[src/rtl/mixer_pkg.sv]
// Shared types and helpers for the audio mixer: FSM states, pan encoding and
// accumulator sizing.
package mixer_pkg;

    typedef enum logic [1:0] {
        IDLE  = 2'd0,
        ACCUM = 2'd1,
        SAT   = 2'd2,
        WRITE = 2'd3
    } state_t;

    localparam logic [1:0] PAN_MUTE = 2'b00;
    localparam logic [1:0] PAN_L    = 2'b01;
    localparam logic [1:0] PAN_R    = 2'b10;
    localparam logic [1:0] PAN_LR   = 2'b11;

    // One guard bit per doubling of voices plus one spare, so a full-scale sum never wraps.
    function automatic int acc_width(input int voice_cnt, input int sample_width);
        return sample_width + $clog2(voice_cnt) + 1;
    endfunction

endpackage

[src/rtl/audio_mixer_voice_scaler.sv]
// Volume scaling for one voice: signed sample times unsigned volume, floor-shifted
// back to sample width. Combinational; the mixer shares one instance across slots.
module voice_scaler #(
    parameter int SAMPLE_WIDTH = 16,
    parameter int VOL_WIDTH    = 7
) (
    input  logic signed [SAMPLE_WIDTH-1:0] samp_i,
    input  logic        [VOL_WIDTH-1:0]    vol_i,
    output logic signed [SAMPLE_WIDTH-1:0] scaled_o
);

    logic signed [VOL_WIDTH:0]              vol_s;
    logic signed [SAMPLE_WIDTH+VOL_WIDTH-1:0] prod;
    logic                                   unused_lsbs;

    assign vol_s = $signed({1'b0, vol_i});
    assign prod  = samp_i * vol_s;

    // Gain is strictly below 1, so the shifted product always fits in the sample width.
    assign scaled_o    = prod[VOL_WIDTH +: SAMPLE_WIDTH];
    assign unused_lsbs = ^prod[VOL_WIDTH-1:0];

endmodule

[src/rtl/audio_mixer.sv]
// Time-multiplexed stereo mixer: scales and pans VOICE_CNT voices one per cycle,
// saturates the sums and writes one {left,right} frame to the DAC FIFO.
module audio_mixer
    import mixer_pkg::*;
#(
    parameter int VOICE_CNT      = 4,
    parameter int SAMPLE_WIDTH   = 16,
    parameter int VOL_WIDTH      = 7,
    parameter int CLIP_CNT_WIDTH = 8
) (
    input  logic                              clk_i,
    input  logic                              rst_n_i,
    input  logic                              mix_ena_i,
    input  logic [VOICE_CNT*SAMPLE_WIDTH-1:0] voice_samp_i,
    input  logic [VOICE_CNT-1:0]              voice_val_i,
    output logic [VOICE_CNT-1:0]              voice_rd_o,
    input  logic [VOICE_CNT*VOL_WIDTH-1:0]    voice_vol_i,
    input  logic [VOICE_CNT*2-1:0]            voice_pan_i,
    input  logic                              dac_fifo_almfull_i,
    output logic [2*SAMPLE_WIDTH-1:0]         samp_data_o,
    output logic                              samp_wr_req_o,
    output logic                              underrun_o,
    input  logic                              clip_clr_i,
    output logic [CLIP_CNT_WIDTH-1:0]         clip_cnt_o
);

    localparam int SW    = SAMPLE_WIDTH;
    localparam int ACC_W = acc_width(VOICE_CNT, SAMPLE_WIDTH);
    localparam int IDX_W = (VOICE_CNT > 1) ? $clog2(VOICE_CNT) : 1;

    localparam logic [IDX_W-1:0]        LAST_IDX = IDX_W'(VOICE_CNT - 1);
    localparam logic signed [ACC_W-1:0] SAT_MAX  = $signed({{(ACC_W-SW+1){1'b0}}, {(SW-1){1'b1}}});
    localparam logic signed [ACC_W-1:0] SAT_MIN  = $signed({{(ACC_W-SW+1){1'b1}}, {(SW-1){1'b0}}});

    function automatic logic clips(input logic signed [ACC_W-1:0] a);
        return (a > SAT_MAX) || (a < SAT_MIN);
    endfunction

    function automatic logic signed [SW-1:0] sat_fn(input logic signed [ACC_W-1:0] a);
        if (a > SAT_MAX) return SAT_MAX[SW-1:0];
        if (a < SAT_MIN) return SAT_MIN[SW-1:0];
        return a[SW-1:0];
    endfunction

    state_t                      state_q, state_d;
    logic [IDX_W-1:0]            idx_q, idx_d;
    logic signed [ACC_W-1:0]     acc_l_q, acc_l_d, acc_r_q, acc_r_d;
    logic                        urun_flag_q, urun_flag_d;
    logic signed [SW-1:0]        lsat_q, lsat_d, rsat_q, rsat_d;
    logic [CLIP_CNT_WIDTH-1:0]   clip_cnt_q, clip_cnt_d;
    logic [2*SW-1:0]             samp_data_q, samp_data_d;
    logic                        wr_req_q, wr_req_d;
    logic                        underrun_q, underrun_d;

    logic signed [SW-1:0]        cur_samp, scaled;
    logic [VOL_WIDTH-1:0]        cur_vol;
    logic [1:0]                  cur_pan;
    logic                        cur_val;
    logic signed [ACC_W-1:0]     scaled_ext;
    logic                        take;

    assign cur_samp   = $signed(voice_samp_i[idx_q*SW +: SW]);
    assign cur_vol    = voice_vol_i[idx_q*VOL_WIDTH +: VOL_WIDTH];
    assign cur_pan    = voice_pan_i[idx_q*2 +: 2];
    assign cur_val    = voice_val_i[idx_q];
    assign scaled_ext = $signed({{(ACC_W-SW){scaled[SW-1]}}, scaled});
    assign take       = (state_q == ACCUM) && (cur_pan != PAN_MUTE) && cur_val;

    voice_scaler #(
        .SAMPLE_WIDTH(SAMPLE_WIDTH),
        .VOL_WIDTH   (VOL_WIDTH)
    ) u_scaler (
        .samp_i  (cur_samp),
        .vol_i   (cur_vol),
        .scaled_o(scaled)
    );

    // The pop strobe must line up with the slot that consumes the sample.
    always_comb begin
        voice_rd_o = '0;
        if (take) voice_rd_o[idx_q] = 1'b1;
    end

    always_comb begin
        state_d     = state_q;
        idx_d       = idx_q;
        acc_l_d     = acc_l_q;
        acc_r_d     = acc_r_q;
        urun_flag_d = urun_flag_q;
        lsat_d      = lsat_q;
        rsat_d      = rsat_q;
        clip_cnt_d  = clip_cnt_q;
        samp_data_d = samp_data_q;
        wr_req_d    = 1'b0;
        underrun_d  = 1'b0;

        unique case (state_q)
            IDLE: begin
                if (mix_ena_i && !dac_fifo_almfull_i) begin
                    state_d     = ACCUM;
                    idx_d       = '0;
                    acc_l_d     = '0;
                    acc_r_d     = '0;
                    urun_flag_d = 1'b0;
                end
            end
            ACCUM: begin
                if (cur_pan != PAN_MUTE) begin
                    if (cur_val) begin
                        if (cur_pan[0]) acc_l_d = acc_l_q + scaled_ext;
                        if (cur_pan[1]) acc_r_d = acc_r_q + scaled_ext;
                    end else begin
                        urun_flag_d = 1'b1;
                    end
                end
                if (idx_q == LAST_IDX) begin
                    idx_d   = '0;
                    state_d = SAT;
                end else begin
                    idx_d = idx_q + 1'b1;
                end
            end
            SAT: begin
                lsat_d = sat_fn(acc_l_q);
                rsat_d = sat_fn(acc_r_q);
                if ((clips(acc_l_q) || clips(acc_r_q)) && (clip_cnt_q != '1))
                    clip_cnt_d = clip_cnt_q + 1'b1;
                state_d = WRITE;
            end
            WRITE: begin
                samp_data_d = {lsat_q, rsat_q};
                wr_req_d    = 1'b1;
                underrun_d  = urun_flag_q;
                state_d     = IDLE;
            end
            default: state_d = IDLE;
        endcase

        if (clip_clr_i) clip_cnt_d = '0;
    end

    always_ff @(posedge clk_i or negedge rst_n_i) begin
        if (!rst_n_i) begin
            state_q     <= IDLE;
            idx_q       <= '0;
            acc_l_q     <= '0;
            acc_r_q     <= '0;
            urun_flag_q <= 1'b0;
            lsat_q      <= '0;
            rsat_q      <= '0;
            clip_cnt_q  <= '0;
            samp_data_q <= '0;
            wr_req_q    <= 1'b0;
            underrun_q  <= 1'b0;
        end else begin
            state_q     <= state_d;
            idx_q       <= idx_d;
            acc_l_q     <= acc_l_d;
            acc_r_q     <= acc_r_d;
            urun_flag_q <= urun_flag_d;
            lsat_q      <= lsat_d;
            rsat_q      <= rsat_d;
            clip_cnt_q  <= clip_cnt_d;
            samp_data_q <= samp_data_d;
            wr_req_q    <= wr_req_d;
            underrun_q  <= underrun_d;
        end
    end

    assign samp_data_o   = samp_data_q;
    assign samp_wr_req_o = wr_req_q;
    assign underrun_o    = underrun_q;
    assign clip_cnt_o    = clip_cnt_q;

endmodule

[config.mk]
export PLATFORM = sky130hd
export DESIGN_NAME = audio_mixer
export DESIGN_NICKNAME = d
export VERILOG_FILES = /design/src/rtl/mixer_pkg.sv /design/src/rtl/audio_mixer_voice_scaler.sv /design/src/rtl/audio_mixer.sv
export SDC_FILE = /design/constraint.sdc
export NUM_CORES = 1
export LEC_CHECK = 0
export BUFFER_PORTS_ARGS = -buffer_cell sky130_fd_sc_hd__buf_2
export CAP_MARGIN = 20
export CELL_PAD_IN_SITES_DETAIL_PLACEMENT = 0
export CELL_PAD_IN_SITES_GLOBAL_PLACEMENT = 1
export CORE_MARGIN = 8
export CORE_UTILIZATION = 49
export CTS_CLUSTER_DIAMETER = 60
export DETAILED_ROUTE_END_ITERATION = 8
export PLACE_DENSITY = 0.91
export SLEW_MARGIN = 20
export SYNTH_ARGS = -nofsm -noshare
export SYNTH_HDL_FRONTEND = slang
export SYNTH_SLANG_ARGS = --single-unit
[constraint.sdc]
create_clock -name clk_i -period 17.8 [get_ports clk_i]
set_input_delay 0.89 -clock clk_i [delete_from_list [all_inputs] [get_ports clk_i]]
set_output_delay 0.89 -clock clk_i [all_outputs]
set_load 0.02 [all_outputs]
== Word level (Yosys, flattened, before mapping) ==
Cells that the tools add are included.
Widths: inputs -> output; s select.

* Output and inout port bits: 46
* Bits of input ports: 109
* Flip-flop bits (word level): 117

* Multiply operators: 2
* Add/subtract/negate cells: 4
* Multiplexer cells: 47
* Magnitude comparators: 6
* Reductions and logical operators: 20
* Equal/unequal tests: 12
* Shift operators: 3

{| class="wikitable"
|+ Operators by type and width
! kind !! count
|-
| $mux 19 || 7
|-
| $mux 16 || 8
|-
| $pmux 19 s2 || 2
|-
| $shiftx 64x7->16 || 1
|-
| $add 19x16->19 || 2
|-
| $gt 19x16->1 const B || 2
|-
| $lt 19x16->1 const B || 2
|-
| $shiftx 28x6->7 || 1
|-
| $mux 8 || 3
|-
| $mul 16x8->23 || 1
|-
| $mux 1 || 17
|-
| $ne 2x2->1 const B || 5
|-
| $reduce_and 5->1 || 2
|-
| $add 8x1->8 const B || 1
|-
| $mux 2 || 4
|-
| $ne 8x8->1 const B || 1
|-
| $pmux 2 s4 || 1
|-
| $reduce_bool 2->1 || 4
|-
| $shiftx 8x4->2 || 1
|-
| $eq 2x2->1 const B || 3
|-
| $reduce_and 2->1 || 3
|-
| $logic_and 1x1->1 || 5
|-
| $mul 2x3->5 const B || 1
|-
| $mux 4 || 1
|-
| other kinds (13) || 16
|}

== Longest topological paths before layout ==
* Word-level depth: 8
* Depth in mapped cells: 30

== By module ==
From an unflattened synthesis, not the netlist that was laid out.

* Cells, all modules: 1,130
* Area, all modules: 11,029.3 µm²

{| class="wikitable"
|+ By module, submodules not included
! module !! times used !! sequential area each (µm²) !! cells each !! area each (µm²)
|-
| audio_mixer || 1 || 2,927.8 || 678 || 7,100.6
|-
| voice_scaler || 1 || 0.0 || 452 || 3,928.8
|}

== Least setup slack after synthesis ==
OpenSTA, ideal clock, no wires.

* Path type: register to register
* Start: reg idx_q[1]
* End: reg acc_l_q[18]
* Stages on the path, launching flop included: 30
* Data arrival time: 7.404 ns
* Slack: 10.320 ns
* Path through: dfrtp_1 -> clkbuf_1 -> buf_1 -> mux4_2 -> clkbuf_1 -> nand2_1 -> fa_1 -> inv_1 -> fa_1 -> fa_1 -> inv_1 -> fa_1 -> inv_1 -> ha_1 -> a21oi_1 -> o21ai_0 -> a21oi_1 -> nand3_1 -> a21o_1 -> a21oi_1 -> xnor2_1 -> ha_1 -> and3_1 -> a221oi_1 -> nand3_1 -> a41o_1 -> a211o_1 -> a22o_1 -> a211o_1 -> o21ai_1

* Longest elaborated chain between the ends: 8
* Elaborated cells on any way between the ends: 17

{| class="wikitable"
|+ Ends and longest elaborated chain
! item !! RTL line !! source
|-
| start, declared || audio_mixer.sv:46 || <nowiki>logic [IDX_W-1:0] idx_q, idx_d;</nowiki>
|-
| start signal, assigned || audio_mixer.sv:157 || <nowiki>idx_q <= idx_d;</nowiki>
|-
| $mul 2x3->5 || audio_mixer.sv:63 || <nowiki>assign cur_vol = voice_vol_i[idx_q*VOL_WIDTH +: VOL_WIDTH];</nowiki>
|-
| $shiftx 28x6->7 || audio_mixer.sv:63 ||
|-
| $mul 16x8->23 || audio_mixer_voice_scaler.sv:17 || <nowiki>assign prod = samp_i * vol_s;</nowiki>
|-
| $add 19x16->19 || audio_mixer.sv:110 || <nowiki>if (cur_pan[0]) acc_l_d = acc_l_q + scaled_ext;</nowiki>
|-
| $mux 19 || audio_mixer.sv:110 ||
|-
| $mux 19 || audio_mixer.sv:109 || <nowiki>if (cur_val) begin</nowiki>
|-
| $mux 19 || audio_mixer.sv:108 || <nowiki>if (cur_pan != PAN_MUTE) begin</nowiki>
|-
| $pmux 19 s2 || audio_mixer.sv:97 || <nowiki>unique case (state_q)</nowiki>
|-
| end signal, assigned || audio_mixer.sv:158 || <nowiki>acc_l_q <= acc_l_d;</nowiki>
|-
| end, declared || audio_mixer.sv:47 || <nowiki>logic signed [ACC_W-1:0] acc_l_q, acc_l_d, acc_r_q, acc_r_d;</nowiki>
|}

Several ways; a longest one is shown, not always the timed one. The select of a mux whose other input is x is not followed.
A chain may end at the register's enable or synchronous reset.

== Worst setup path after layout ==
* Start: reg idx_q[0]
* End: reg acc_r_q[18]

* Longest elaborated chain between the ends: 8
* Elaborated cells on any way between the ends: 17

{| class="wikitable"
|+ Ends and longest elaborated chain
! item !! RTL line !! source
|-
| $mul 2x3->5 || audio_mixer.sv:63 ||
|-
| $shiftx 28x6->7 || audio_mixer.sv:63 ||
|-
| $mul 16x8->23 || audio_mixer_voice_scaler.sv:17 ||
|-
| $add 19x16->19 || audio_mixer.sv:111 || <nowiki>if (cur_pan[1]) acc_r_d = acc_r_q + scaled_ext;</nowiki>
|-
| $mux 19 || audio_mixer.sv:111 ||
|-
| $mux 19 || audio_mixer.sv:109 ||
|-
| $mux 19 || audio_mixer.sv:108 ||
|-
| $pmux 19 s2 || audio_mixer.sv:97 ||
|-
| end signal, assigned || audio_mixer.sv:159 || <nowiki>acc_r_q <= acc_r_d;</nowiki>
|-
| end, declared || audio_mixer.sv:47 ||
|}

Several ways; a longest one is shown, not always the timed one. The select of a mux whose other input is x is not followed.

==> results.json <==
{
  "synth_area_leaders": "dfrtp_1 (27%), fa_1 (16%), ha_1 (11%)",
  "grt_pass1_wl_mm": 42.0,
  "yosys_warnings": 0,
  "slew-limit-headroom_pct": 32.9,
  "ioPinCount": 155,
  "ant_nets": 0,
  "chipHeight_microns": 165,
  "die_w_microns": 165,
  "worstSetupPathType": "flip-flop to flip-flop",
  "grt.total_usage_pct": 18.8,
  "hpwl_mm": 19.7,
  "drc": 0,
  "num_antenna_cells": 0,
  "numPortBuffers": 154,
  "maxCapViolations": 0,
  "clkSinkCount": 117,
  "regArea_sq_um": 2930,
  "fmax_mhz": 123,
  "tritoncts": "done",
  "reg2reg_depth": 28,
  "slowest_stage": "dfrtp_2",
  "vias": 8311,
  "fin_crit_sh_pct": 45.7,
  "antenna_found_initial": 0,
  "area_growth_pct": 15.2,
  "ys_seq_area_share_pct": 26.9,
  "start_util_pct": 49.8,
  "ys_top_cells_by_count": "inv_1 (169), dfrtp_1 (117), nand2_1 (106)",
  "insertion_delay_ns": 0.41,
  "synth_top_area_share_pct": 26.9,
  "netlist_instances": 1124,
  "cts_root_buffer": "clkbuf_16",
  "mappedNetlistArea_sq_um": 10900,
  "status": "finished clean",
  "hp-class": "flip-flop to flip-flop",
  "core-area_sq_um": 21800,
  "cts.clk_slew.worst_paths_ns": 0.05,
  "start_kind": "flip-flop",
  "fin_nets": 1553,
  "drive_above_1_share_pct": 19.6,
  "grt_overflow_total": 0,
  "wirelength_mm": 24.4,
  "synth.largest_area_cell": "dfrtp_1",
  "async_flop_share_pct": 100,
  "final.setup.tns_ns": 0,
  "cts_hold_buffers": 0,
  "cp_data_required_time_ns": 18.09,
  "syn-num-nets": 1411,
  "dieArea_sq_um": 27200,
  "avgSynthCellArea_sq_um": 9.68,
  "hold_depth": 1,
  "multi_input_area_sq_um": 7170,
  "finalHoldViolations": 0,
  "final_max_slew_viol_count": 0,
  "setup_viol": 0,
  "crit_fanout": 31,
  "yosysMostFrequentCell": "inv_1",
  "rsz0062_at_grt": "no",
  "num-fill-cells": 1895,
  "synth_edf_count": 0,
  "grt_max_degree": 63,
  "vias_per_cell": 5.33,
  "tightest_slew_ns": 1.00,
  "period_needed_ns": 8.13,
  "slowest_delay_ns": 0.92,
  "ctsResizeCount": 0,
  "grt_pass1_vias": 8792,
  "gp_congestion": 0.882,
  "crit_path_end_kind": "flip-flop",
  "cts-buffers-inserted": 17,
  "synth-main-ff-cell": "dfrtp_1",
  "htreeDepth": 4,
  "skew_ns": 0.00829,
  "first_pass_iters": 5,
  "ys_types": 55,
  "cp_common_cell": "a21oi_1",
  "cts_buffer_depth": 2,
  "fp-row-count": 54,
  "routedWlPerCell_microns": 15.6,
  "ys_ff_latch": 117,
  "postCtsSetupRepairBufs": 0,
  "cp.arrival_ns": 8.41,
  "drtIter0Drc": 416
}
[sequential cells by signal, indices dropped and copies added, names as in the netlist]
| signal | count |
|---|---|
| samp_data_o | 32 |
| acc_l_q | 19 |
| acc_r_q | 19 |
| lsat_q | 16 |
| rsat_q | 16 |
| clip_cnt_o | 8 |
| idx_q | 2 |
| state_q | 2 |
| samp_wr_req_o | 1 |
| underrun_o | 1 |
| urun_flag_q | 1 |
[final timing paths]
check,startpoint,end,slack [ns]
max,idx_q[0],acc_r_q[18],9.67
min,urun_flag_q,urun_flag_q,0.49
max reg2reg,idx_q[0],acc_r_q[18],9.67
min reg2reg,urun_flag_q,urun_flag_q,0.49
max in group asynchronous,rst_n_i,acc_r_q[16],16.02
min in group asynchronous,rst_n_i,clip_cnt_o[4],0.54
[per-layer routing]
layer / wire length, microns / global-route usage, % / vias up
met5: 0 / 0 / -
met4: 523 / 6.18 / 0
met3: 1110 / 2.72 / 33
met2: 11300 / 30.9 / 195
met1: 11400 / 25.1 / 3997
li1: - / - / 4086
[through the flow]
stage          area [sq um]  util (%)  setup WS, ns  std cells  hold slack, ns
2_1_floorplan         10900         -         10.32       1124           0.452
3_3_place_gp          11900      54.5          9.86       1527           0.468
3_5_place_dp          11900      54.5          9.67       1527           0.485
4_1_cts               12500      57.4          9.65       1559           0.498
5_1_grt               12500      57.4          8.98       1559           0.515
6_report              12500      57.4          9.67       1559           0.494
[cell usage in the layout, fill, tap and decap left out, types with 26 or more instances in the layout]
| master | count |
|---|---|
| inv_1 | 169 |
| buf_2 | 153 |
| dfrtp_1 | 116 |
| nand2_1 | 106 |
| ha_1 | 93 |
| fa_1 | 85 |
| and2_1 | 80 |
| o21ai_0 | 62 |
| nor2_1 | 43 |
| a21oi_1 | 37 |
| mux2_2 | 34 |
| xnor2_1 | 26 |
[cell families (layout without fill, tap and decap cells)]
group           after synthesis  count (layout)  synth area share (%)
xor+xnor                     50              50                  4.03
compound gates              214             214                  12.5
fa+ha+maj                   178             178                  26.3
mux                          64              64                  9.44
buf+inv                     204             359                  7.12
simple gates                297             297                  13.6
flops                       117             117                  26.9
[critical path: cells and delay by family (launching register included)]
family          cells  cell delay (ns)
fa+ha+maj           6             2.60
compound gates     11             1.94
mux                 2             0.99
simple gates        4             0.95
flops               1             0.92
xor+xnor            1             0.36
buf+inv             4             0.22
[area by class of cell]
| type | count | area share (%) |
|---|---|---|
| multi-input combinational | 803 | 57.2 |
| sequential | 117 | 23.4 |
| timing repair buffer | 158 | 6.41 |
| inverter | 169 | 5.06 |
| clock buffer | 19 | 3.53 |
| tap | 280 | 2.80 |
| clock inverter | 13 | 1.58 |
Power is not shown: default switching activity piles up to over one toggle a cycle in this logic, so the estimate is an artifact.
